[config.mk]
export PLATFORM = sky130hd
export DESIGN_NAME = cache_arbiter
export DESIGN_NICKNAME = d
export VERILOG_FILES = /design/src/rtl/lc3b_types.sv /design/src/rtl/cache_arbiter_control.sv /design/src/rtl/cache_arbiter.sv
export SDC_FILE = /design/constraint.sdc
export NUM_CORES = 1
export LEC_CHECK = 0
export ABC_AREA = 1
export CAP_MARGIN = 5
export CORE_AREA = 2 2 269 271
export DETAILED_ROUTE_END_ITERATION = 8
export DIE_AREA = 0 0 271 273
export GPL_ROUTABILITY_DRIVEN = 0
export PLACE_DENSITY = 0.44
export SYNTH_ARGS = -nofsm -noshare
export SYNTH_HDL_FRONTEND = slang
export SYNTH_SLANG_ARGS = --single-unit
[constraint.sdc]
create_clock -name clk -period 1.8 [get_ports clk]
set_input_delay 0.36 -clock clk [delete_from_list [all_inputs] [get_ports clk]]
set_output_delay 0.36 -clock clk [all_outputs]
set_load 0.02 [all_outputs]
[src/rtl/lc3b_types.sv]
// Shared LC-3b memory-side types: word/line widths and the arbiter state encoding.
package lc3b_types;

  localparam int LINE_WIDTH = 128;

  typedef logic [15:0]           lc3b_word;
  typedef logic [LINE_WIDTH-1:0] lc3b_line;

  typedef enum logic [1:0] {
    IDLE   = 2'd0,
    I_BUSY = 2'd1,
    D_BUSY = 2'd2
  } arb_state_t;

endpackage

[src/rtl/cache_arbiter_control.sv]
// Arbiter FSM and grant policy. ARB_ROUND_ROBIN_EN selects alternating ties;
// otherwise D always wins a tie.
module cache_arbiter_control
  import lc3b_types::*;
(
  input  logic       clk,
  input  logic       reset_n,
  input  logic       i_req,
  input  logic       d_req,
  input  logic       pmem_resp,
  output arb_state_t o_state,
  output logic       o_grant_i,
  output logic       o_grant_d,
  output logic       o_i_resp,
  output logic       o_d_resp
);

  arb_state_t r_state;
  logic       w_pick_i;

`ifdef ARB_ROUND_ROBIN_EN
  logic r_last_d;

  // I wins a tie only when D was granted last.
  always_comb w_pick_i = i_req & (~d_req | r_last_d);

  always_ff @(posedge clk or negedge reset_n) begin
    if (!reset_n)       r_last_d <= 1'b1;
    else if (o_grant_i) r_last_d <= 1'b0;
    else if (o_grant_d) r_last_d <= 1'b1;
  end
`else
  always_comb w_pick_i = i_req & ~d_req;
`endif

  always_comb begin
    o_grant_i = (r_state == IDLE) & w_pick_i;
    o_grant_d = (r_state == IDLE) & d_req & ~w_pick_i;
    o_i_resp  = (r_state == I_BUSY) & pmem_resp;
    o_d_resp  = (r_state == D_BUSY) & pmem_resp;
    o_state   = r_state;
  end

  // Returning to IDLE after every resp forces a turnaround cycle between grants.
  always_ff @(posedge clk or negedge reset_n) begin
    if (!reset_n) begin
      r_state <= IDLE;
    end else begin
      case (r_state)
        IDLE: begin
          if (o_grant_i)      r_state <= I_BUSY;
          else if (o_grant_d) r_state <= D_BUSY;
        end
        I_BUSY, D_BUSY: if (pmem_resp) r_state <= IDLE;
        default: r_state <= IDLE;
      endcase
    end
  end

endmodule

[src/rtl/cache_arbiter.sv]
// Two-port (I/D cache) to single physical memory arbiter. Grant policy is
// selected by ARB_ROUND_ROBIN_EN (see cache_arbiter_control).
module cache_arbiter #(
  parameter int LINE_WIDTH = lc3b_types::LINE_WIDTH
) (
  input  logic                  clk,
  input  logic                  reset_n,
  input  logic                  i_pmem_read,
  input  logic [15:0]           i_pmem_address,
  output logic [LINE_WIDTH-1:0] i_pmem_rdata,
  output logic                  i_pmem_resp,
  input  logic                  d_pmem_read,
  input  logic                  d_pmem_write,
  input  logic [15:0]           d_pmem_address,
  input  logic [LINE_WIDTH-1:0] d_pmem_wdata,
  output logic [LINE_WIDTH-1:0] d_pmem_rdata,
  output logic                  d_pmem_resp,
  output logic                  pmem_read,
  output logic                  pmem_write,
  output logic [15:0]           pmem_address,
  output logic [LINE_WIDTH-1:0] pmem_wdata,
  input  logic [LINE_WIDTH-1:0] pmem_rdata,
  input  logic                  pmem_resp
);
  import lc3b_types::*;

  arb_state_t            w_state;
  logic                  w_grant_i;
  logic                  w_grant_d;
  logic [15:0]           r_addr;
  logic [LINE_WIDTH-1:0] r_wdata;
  logic                  r_write;

  cache_arbiter_control u_ctrl (
    .clk       (clk),
    .reset_n   (reset_n),
    .i_req     (i_pmem_read),
    .d_req     (d_pmem_read | d_pmem_write),
    .pmem_resp (pmem_resp),
    .o_state   (w_state),
    .o_grant_i (w_grant_i),
    .o_grant_d (w_grant_d),
    .o_i_resp  (i_pmem_resp),
    .o_d_resp  (d_pmem_resp)
  );

  // A simultaneous D read+write is latched as a write.
  always_ff @(posedge clk or negedge reset_n) begin
    if (!reset_n) begin
      r_addr  <= '0;
      r_wdata <= '0;
      r_write <= 1'b0;
    end else if (w_grant_i) begin
      r_addr  <= i_pmem_address;
      r_write <= 1'b0;
    end else if (w_grant_d) begin
      r_addr  <= d_pmem_address;
      r_wdata <= d_pmem_wdata;
      r_write <= d_pmem_write;
    end
  end

  always_comb begin
    pmem_read    = (w_state == I_BUSY) | ((w_state == D_BUSY) & ~r_write);
    pmem_write   = (w_state == D_BUSY) & r_write;
    pmem_address = r_addr;
    pmem_wdata   = r_wdata;
    i_pmem_rdata = pmem_rdata;
    d_pmem_rdata = pmem_rdata;
  end

endmodule

==> reports/results.ini, run 1 <==
[setup_path]
start_kind = flop
max_stage_delay_ns = 0.43
cp.arrival_ns = 1.48
cp.required_ns = 1.44
slowest_stage = dfrtp_1
cp_common_cell = inv_2
path_cells = inv_2 -> ha_4 -> inv_2 -> o21bai_1 -> buf_4
path_buf_inv = 3
end_kind = output pin
cp_max_fo = 3
crit_family = flip-flops
worstSetupPathType = reg2out

[placement]
dpl_worst_slack_ns = -0.173
dp_hpwl_um = 22600
numPortBuffers = 313

[floorplan]
die_y_um = 273
core_area_mm2 = 0.0710
dieWidth_um = 271
rows = 98
floorplan.initialDensity = 0.109
die_area_mm2 = 0.0740
pin_count = 698

[logic_synthesis]
yosysSeqAreaShare = 0.474
muxShareOfSynthArea = 0
synthFlopType = dfrtp_1
ys_types = 17
synth_commonest_cells = nand2_1, buf_4, dfrtp_1
synth_compound_area_frac = 0.00209
synth_area_mm2 = 0.00777
synth_top_area_frac = 0.474
yosys.area.top_type = dfrtp_1
yosys.area_share.xor_xnor = 0
synthCells = 919
async_flop_share = 1.00
synthSimpleGateAreaFrac = 0.238
syn_avg_cell_area_um2 = 8.45
synth_area_leaders = dfrtp_1, buf_4, nand2_1, nand3_1, buf_2
synthMostInstantiatedCell = nand2_1
ys_seq_elements = 147
ys_warn_count = 0
synthAdderAreaFrac = 0.00483
synth_edf_count = 0
syn_nets = 1216
synth_top_family_by_area = buffers and inverters

[power_and_ir_drop]
total_power_uw = 18900
p_leak_uw = 0.00528
ir_worst_vdd_v = 0.000607
powerDensity_mw_per_mm2 = 1720

[run_status]
violations = setup timing
status = complete, but fails checks

[global_route]
grt_pass1_wl_um = 42800
antenna_found_initial = 8
grt_max_degree = 49
grt_usage = 0.0808
grt_pass1_vias = 6528
grt-ovfl-total = 0

[cells_and_area]
syn2layout_area_growth_pct = 41.7
final_util = 0.155
final_nets = 1299
drive_gt1_frac = 0.0906

[timing]
fmax_mhz = 543
tns_ns = -0.0775
setup_slack_ns = -0.0425
setup_viol = 2
finalMaxSlewViolations = 0
finalHoldViolCount = 0
hold_ws_ns = 0.330
max_slew.worst_pin.slew_ns = 0.355
period_share = 1.02
skew_ns = 0.0252
max_slew_margin = 0.765
rsz0062_at_grt = true
min_period_ns = 1.84

[flow_run]
maxCapViolCount = 0

[clocking]
h-tree-depth = 4
cts.sinks = 147
clk_latency_ns = 0.47
clockBufferDepth = 2
numCtsBuffers = 17
cts_tree = done
cts_root_buffer = clkbuf_16
clk_pin_slew_ns = 0.07

[drt]
drc = 0
num_vias = 6005
routed_wl_um = 30500
ant_nets = 0
avgRoutedWirePerCell_um = 15.5
drtIter0Drc = 241
drtPass1Iterations = 4
viasPerCell = 3.05

[hold_path]
hp-class = in2async

-- timing repair --
item / 4_1_cts / 5_1_grt
cloned: 0 / 2
hold buffers: 1 / 0
pin swaps: 1 / 1
hold endpoints to repair: 18 / 0
buffers inserted: 1 / 7
resized for setup: 170 / 16
setup endpoints to repair: 291 / 76
-- through the flow --
step	instance area (um2)	instances
2_1_floorplan	7770	919
3_3_place_gp	10300	1922
3_5_place_dp	10300	1922
4_1_cts	10800	1956
5_1_grt	11000	1966
6_report	11000	1967
-- flip-flops by register name, indices dropped and copies added, names as in the netlist --
signal and flops:
pmem_wdata 128, pmem_address 16, u_ctrl.o_state 2, r_write 1
-- report_power, final --
group / internal, uW / switching, uW / total (uW) / leakage (uW)
logic: 3470 / 5520 / 9000 / 0.00318
registers: 4930 / 894 / 5820 / 0.00180
clock network: 2440 / 1640 / 4080 / 0.000308
total: 10800 / 8060 / 18900 / 0.00528
-- final cells by class --
type | instances | area (um2)
antenna | 2 | 5.00
inverter | 8 | 40.0
clock inverter | 10 | 170
multi-input combinational | 471 | 1960
sequential | 147 | 3680
timing repair buffer | 357 | 3490
clock buffer | 22 | 474
tap | 950 | 1190
fill | 8008 | 60000
-- cells by family (layout without fill, tap and decap cells) --
| family | Yosys count | after routing |
|---|---|---|
| fa+ha+maj | 3 | 3 |
| compound gates | 2 | 2 |
| other cells | 0 | 2 |
| simple gates | 466 | 466 |
| flops | 147 | 147 |
| buf+inv | 301 | 397 |
-- worst paths after layout --
kind	startpoint	endpoint	slack, ns	cells past startpoint
worst max register to register	u_ctrl.o_state[1]	pmem_wdata[65]	0.11	9
worst max-delay path	u_ctrl.o_state[0]	pmem_read	-0.04	5
max in group asynchronous	reset_n	pmem_wdata[74]	0.84	3
worst min register to register	pmem_wdata[126]	pmem_wdata[126]	0.47	2
worst min-delay path	reset_n	pmem_wdata[114]	0.33	2
min in group clk	d_pmem_wdata[113]	pmem_wdata[113]	0.41	3
-- cells in the final DEF (no fill, tap or decap), types with 3 or more instances in the layout --
cell type / synthesis / routed
nand4_1: 17 / 17
clkdlybuf4s50_1: 0 / 164
clkbuf_16: 0 / 19
inv_2: 1 / 3
inv_1: 7 / 3
buf_4: 263 / 28
buf_12: 0 / 10
clkbuf_8: 0 / 3
dfrtp_1: 147 / 147
nand2_1: 413 / 412
dlygate4sd2_1: 0 / 142
nand3_1: 33 / 33
ha_4: 0 / 3
bufinv_16: 0 / 4
buf_6: 5 / 8
-- routing by layer --
layer / global-route usage / wire length (um) / up-vias
li1: - / - / 2727
met1: 0.0880 / 12300 / 2768
met2: 0.118 / 13200 / 365
met3: 0.0443 / 3220 / 135
met4: 0.0590 / 1710 / 10
met5: 0.00193 / 64 / -
(Power assumes the default switching activity.)
==> run 2: changes to the inputs <==
--- a/config.mk
+++ b/config.mk
@@ -8,10 +8,10 @@
 export ABC_AREA = 1
 export CAP_MARGIN = 5
 export CORE_AREA = 2 2 269 271
+export CTS_CLUSTER_DIAMETER = 120
 export DETAILED_ROUTE_END_ITERATION = 8
 export DIE_AREA = 0 0 271 273
 export GPL_ROUTABILITY_DRIVEN = 0
-export PLACE_DENSITY = 0.44
 export SYNTH_ARGS = -nofsm -noshare
 export SYNTH_HDL_FRONTEND = slang
 export SYNTH_SLANG_ARGS = --single-unit
==> reports/results.ini, run 2 (same netlist as run 1, synthesis figures left out) <==
[floorplan]
pin_count = 698
core_area_mm2 = 0.0710
floorplan.initialDensity = 0.109
die_area_mm2 = 0.0740
rows = 98
dieWidth_um = 271
die_y_um = 273

[power_and_ir_drop]
p_leak_uw = 0.00530
p_sw_frac = 0.426
powerDensity_mw_per_mm2 = 1650
clkPwrFrac = 0.194
p_seq_frac = 0.320
internal_power_uw = 10400
p_switching_uw = 7740
combPwrFrac = 0.487
ir_worst_vdd_v = 0.000686

[setup_path]
end_kind = output pin
cp.arrival_ns = 1.44
start_kind = flop
worstSetupPathType = reg2out
r2r-end = pmem_address[3]
r2r_slack_ns = 0.12
cp_max_fo = 2
r2r_start = u_ctrl.o_state[1]
reg2reg_depth = 7
cp.required_ns = 1.44

[global_route]
grt-ovfl-total = 0
grt_max_degree = 60
grt_usage = 0.0699
grt_pass1_vias = 6027
met3_usage = 0.0467
antenna_found_initial = 0
grt_use_met2 = 0.0983
grt_util_met1 = 0.0669
grt_pass1_wl_um = 37400
grt-busiest-layer = met2

[drt]
drc = 0
drtIter0Drc = 157
ant_nets = 0
num_vias = 5870
drtPass1Iterations = 4
routed_wl_um = 25900
avgRoutedWirePerCell_um = 13.1
viasPerCell = 2.96

[timing]
max_slew_margin = 0.672
rsz0062_at_grt = true
skew_ns = 0.00685
finalHoldViolCount = 0
setup_slack_ns = -0.000702
tns_ns = -0.000702
min_period_ns = 1.80
setup_viol = 1
finalMaxSlewViolations = 0
period_share = 1.00
fmax_mhz = 555
max_slew.worst_pin.slew_ns = 0.493

[cells_and_area]
largest_reg_flops = 128
finalInstanceArea_mm2 = 0.0110
layout.cells.non_filler = 1980
mostFrequentLayoutCells = nand2_1, clkdlybuf4s50_1, dfrtp_1
final_util = 0.155
n_antenna_cell = 0
drive_gt1_frac = 0.104
final_common_cell = nand2_1
syn2layout_area_growth_pct = 41.6
final_nets = 1315
fill_cells = 8027

[placement]
numPortBuffers = 313
dp_hpwl_um = 19900
dp.cells = 1946
placed_area_mm2 = 0.0106
dpl_worst_slack_ns = -0.239

[clocking]
cts_root_buffer = clkbuf_16
clk_latency_ns = 0.46
cts_tree = done
clockBufferDepth = 2
numCtsBuffers = 17
clk_pin_slew_ns = 0.06
cts.sinks = 147
h-tree-depth = 4

[run_status]
status = complete, but fails checks
violations = setup timing

[hold_path]
hp-class = in2async

[flow_run]
maxCapViolCount = 0

-- run 2: changes by cell type in the layout (fill, tap and decap cells not counted), sizes merged, moves of 2 or more --
cell and change:
buf +18, clkbuf -5, clkinv +4, bufinv -3, clkinvlp +2, diode -2
-- run 2: timing repair --
action                                  in CTS  in global routing
resized for setup                          166                  8
hold buffers                                 1                  0
endpoints found under the hold margin       31                  0
buffers inserted                             0                  2
gates cloned                                 0                  0
pin swaps                                    0                  2
endpoints found under the setup margin     146                  4
-- run 2: layout make-up --
type / count / area [um2] / share of cell area
multi-input combinational: 471 / 1940 / 0.176
tap: 950 / 1190 / 0.108
clock inverter: 12 / 110 / 0.0100
timing repair buffer: 373 / 3610 / 0.328
sequential: 147 / 3680 / 0.334
clock buffer: 19 / 443 / 0.0403
inverter: 8 / 35.0 / 0.00318
-- run 2: per-layer routing --
metal | vias up | share of wire
met1 | 2546 | 0.36
met5 | - | 0
met3 | 124 | 0.15
met4 | 0 | 0.090
li1 | 2762 | -
met2 | 438 | 0.41
-- run 2: worst max-delay path: stages (launching register included) --
cell and delay (ns):
dfrtp_1 0.40, buf_6 0.13, ha_4 0.15, o21bai_1 0.15
buf_4 0.16
-- run 2: worst max path at each step --
stage                     cells past startpoint               end  slack [ns]               from
after global placement                        4       d_pmem_resp       -0.23          pmem_resp
after CTS                                     5         pmem_read       -0.09  u_ctrl.o_state[0]
after detailed placement                      4       d_pmem_resp       -0.24          pmem_resp
after floorplan                               7  pmem_address[10]        0.41  u_ctrl.o_state[0]
after global routing                          4         pmem_read       -0.10  u_ctrl.o_state[1]
final                                         4         pmem_read     -0.0007  u_ctrl.o_state[0]
-- run 2: power groups by stage --
stage	Sequential [uW]	Clock, uW	Combinational, uW
after floorplan	7770	0	3470
after global placement	5900	0	10000
after detailed placement	5880	0	10100
after CTS	5820	3730	8980
after global routing	6020	3830	9700
final	5810	3510	8840
-- run 2: metrics by stage --
step	power [uW]	hold WS, ns
after floorplan	11200	0.0644
after global placement	15900	0.352
after detailed placement	16000	0.351
after CTS	18500	0.360
after global routing	19600	0.383
final	18200	0.415
==> run 3: changes to the inputs <==
--- a/config.mk
+++ b/config.mk
@@ -7,11 +7,15 @@
 export LEC_CHECK = 0
 export ABC_AREA = 1
 export CAP_MARGIN = 5
-export CORE_AREA = 2 2 269 271
+export CELL_PAD_IN_SITES_DETAIL_PLACEMENT = 1
+export CELL_PAD_IN_SITES_GLOBAL_PLACEMENT = 2
+export CORE_AREA = 2 2 275 277
 export CTS_CLUSTER_DIAMETER = 120
+export CTS_CLUSTER_SIZE = 14
 export DETAILED_ROUTE_END_ITERATION = 8
-export DIE_AREA = 0 0 271 273
+export DIE_AREA = 0 0 277 279
 export GPL_ROUTABILITY_DRIVEN = 0
+export PLACE_DENSITY_LB_ADDON = 0.1
 export SYNTH_ARGS = -nofsm -noshare
 export SYNTH_HDL_FRONTEND = slang
 export SYNTH_SLANG_ARGS = --single-unit
==> reports/results.ini, run 3 (same netlist as run 1, synthesis figures left out) <==
[placement]
dpl_worst_slack_ns = -0.119
numPortBuffers = 313
dp_hpwl_um = 25400

[drt]
avgRoutedWirePerCell_um = 16.9
ant_nets = 0
drtIter0Drc = 189
viasPerCell = 2.96
drtPass1Iterations = 6
routed_wl_um = 33700
drc = 0
num_vias = 5913

[clocking]
clockBufferDepth = 2
cts_tree = done
clk_latency_ns = 0.47
clk_pin_slew_ns = 0.07
h-tree-depth = 4
cts_root_buffer = clkbuf_16
cts.sinks = 147
numCtsBuffers = 17

[timing]
min_period_ns = 1.82
setup_viol = 1
finalHoldViolCount = 0
period_share = 1.01
fmax_mhz = 551
finalMaxSlewViolations = 0
setup_slack_ns = -0.0151
max_slew.worst_pin.slew_ns = 0.380
skew_ns = 0.0121
rsz0062_at_grt = true
max_slew_margin = 0.746

[run_status]
status = complete, but fails checks
violations = setup timing

[floorplan]
floorplan.initialDensity = 0.105
pin_count = 698
die_y_um = 279
die_area_mm2 = 0.0773
dieWidth_um = 277
rows = 100
core_area_mm2 = 0.0741

[power_and_ir_drop]
powerDensity_mw_per_mm2 = 1710
p_sw_frac = 0.434
ir_worst_vdd_v = 0.000575
p_leak_uw = 0.00535
p_switching_uw = 8250
total_power_uw = 19000
combPwrFrac = 0.493
p_seq_frac = 0.304
internal_power_uw = 10800
clkPwrFrac = 0.203

[setup_path]
slowest_stage = dfrtp_1
path_cells = buf_6 -> ha_4 -> o21bai_1 -> buf_4
cp.arrival_ns = 1.46
crit_family = flip-flops
cp.required_ns = 1.44
reg2reg_depth = 10
end_kind = output pin
path_buf_inv = 2
worstSetupPathType = reg2out
start_kind = flop
cp_max_fo = 2
max_stage_delay_ns = 0.40
critical_path_depth = 4

[hold_path]
hp-class = in2async

[cells_and_area]
final_nets = 1314
drive_gt1_frac = 0.102
multi_input_area_mm2 = 0.00195
n_antenna_cell = 0
ff_latch_area_mm2 = 0.00368
fill_cells = 8746
largest_reg_flops = 128
mostFrequentLayoutCells = nand2_1, clkdlybuf4s50_1, dfrtp_1
syn2layout_area_growth_pct = 43.4
final_common_cell = nand2_1

[global_route]
grt_pass1_vias = 6611
grt_usage = 0.0873
grt_max_degree = 42
grt_pass1_wl_um = 48200
grt-ovfl-total = 0
antenna_found_initial = 4

[flow_run]
maxCapViolCount = 0

## run 3: changes by cell type in the layout (fill, tap and decap cells not counted), sizes merged
cell         before  now
bufinv            1    2
buf              66   61
clkinv            6    5
clkinvlp          4    2
clkbuf           19   24
dlygate4sd2     142  144
## run 3: final cells by class
cell class,count,area share
well taps,969,0.109
repair buffers,372,0.329
inverters,8,0.00315
clock buffers,22,0.0426
flip-flops and latches,147,0.330
clock inverters,10,0.0111
multi-input cells,471,0.175
## run 3: path summary, 6_finish.rpt
path                                        start              end  slack (ns)
worst min register to register    pmem_wdata[104]  pmem_wdata[104]        0.47
worst max register to register  u_ctrl.o_state[0]  pmem_address[0]        0.12
worst min-delay path                      reset_n   pmem_wdata[27]        0.35
worst max-delay path            u_ctrl.o_state[0]        pmem_read       -0.02
max in group asynchronous                 reset_n  pmem_wdata[105]        0.84
min in group clk                d_pmem_wdata[108]  pmem_wdata[108]        0.42
## run 3: timing repair
action,4_1_cts,5_1_grt
endpoints found under the hold margin,24,0
gates resized for setup,177,5
hold buffers,1,0
endpoints found under the setup margin,148,13
gates cloned,0,2
buffers inserted,1,2
pin swaps,1,1
## run 3: through the flow
stage | cells | hold slack (ns) | setup TNS [ns] | util | cell area, um2
after CTS | 1995 | 0.324 | -0.154 | 0.149 | 11100
after global placement | 1961 | 0.310 | -3.17 | 0.143 | 10600
after detailed placement | 1961 | 0.310 | -4.52 | 0.143 | 10600
after floorplan | 919 | 0.0644 | 0 | - | 7770
after global routing | 1999 | 0.362 | -0.176 | 0.150 | 11100
final | 1999 | 0.349 | -0.0151 | 0.150 | 11100
## run 3: power groups by stage
| stage | logic [uW] | clock network, uW | registers [uW] |
|---|---|---|---|
| after floorplan | 3470 | 0 | 7770 |
| after global placement | 10700 | 0 | 5910 |
| after detailed placement | 10700 | 0 | 5890 |
| after CTS | 9630 | 4190 | 5830 |
| after global routing | 10400 | 4250 | 6050 |
| final | 9370 | 3860 | 5780 |
## run 3: worst reg2reg max path, stage by stage, from the launching register on
cell and delay, ns:
dfrtp_1 0.38, inv_2 0.06, buf_4 0.12, buf_4 0.13, ha_4 0.17, o21ai_4 0.08
clkinv_4 0.17, buf_12 0.19, buf_12 0.13, nand2_1 0.05, nand3_1 0.07
## run 3: routing by layer
metal	share of wire	up-vias	wire length, um	global-route usage
li1	-	2763	-	-
met5	0.0013	-	43	0
met2	0.49	254	16600	0.147
met4	0.039	6	1320	0.0465
met3	0.086	107	2900	0.0410
met1	0.38	2783	12800	0.0900
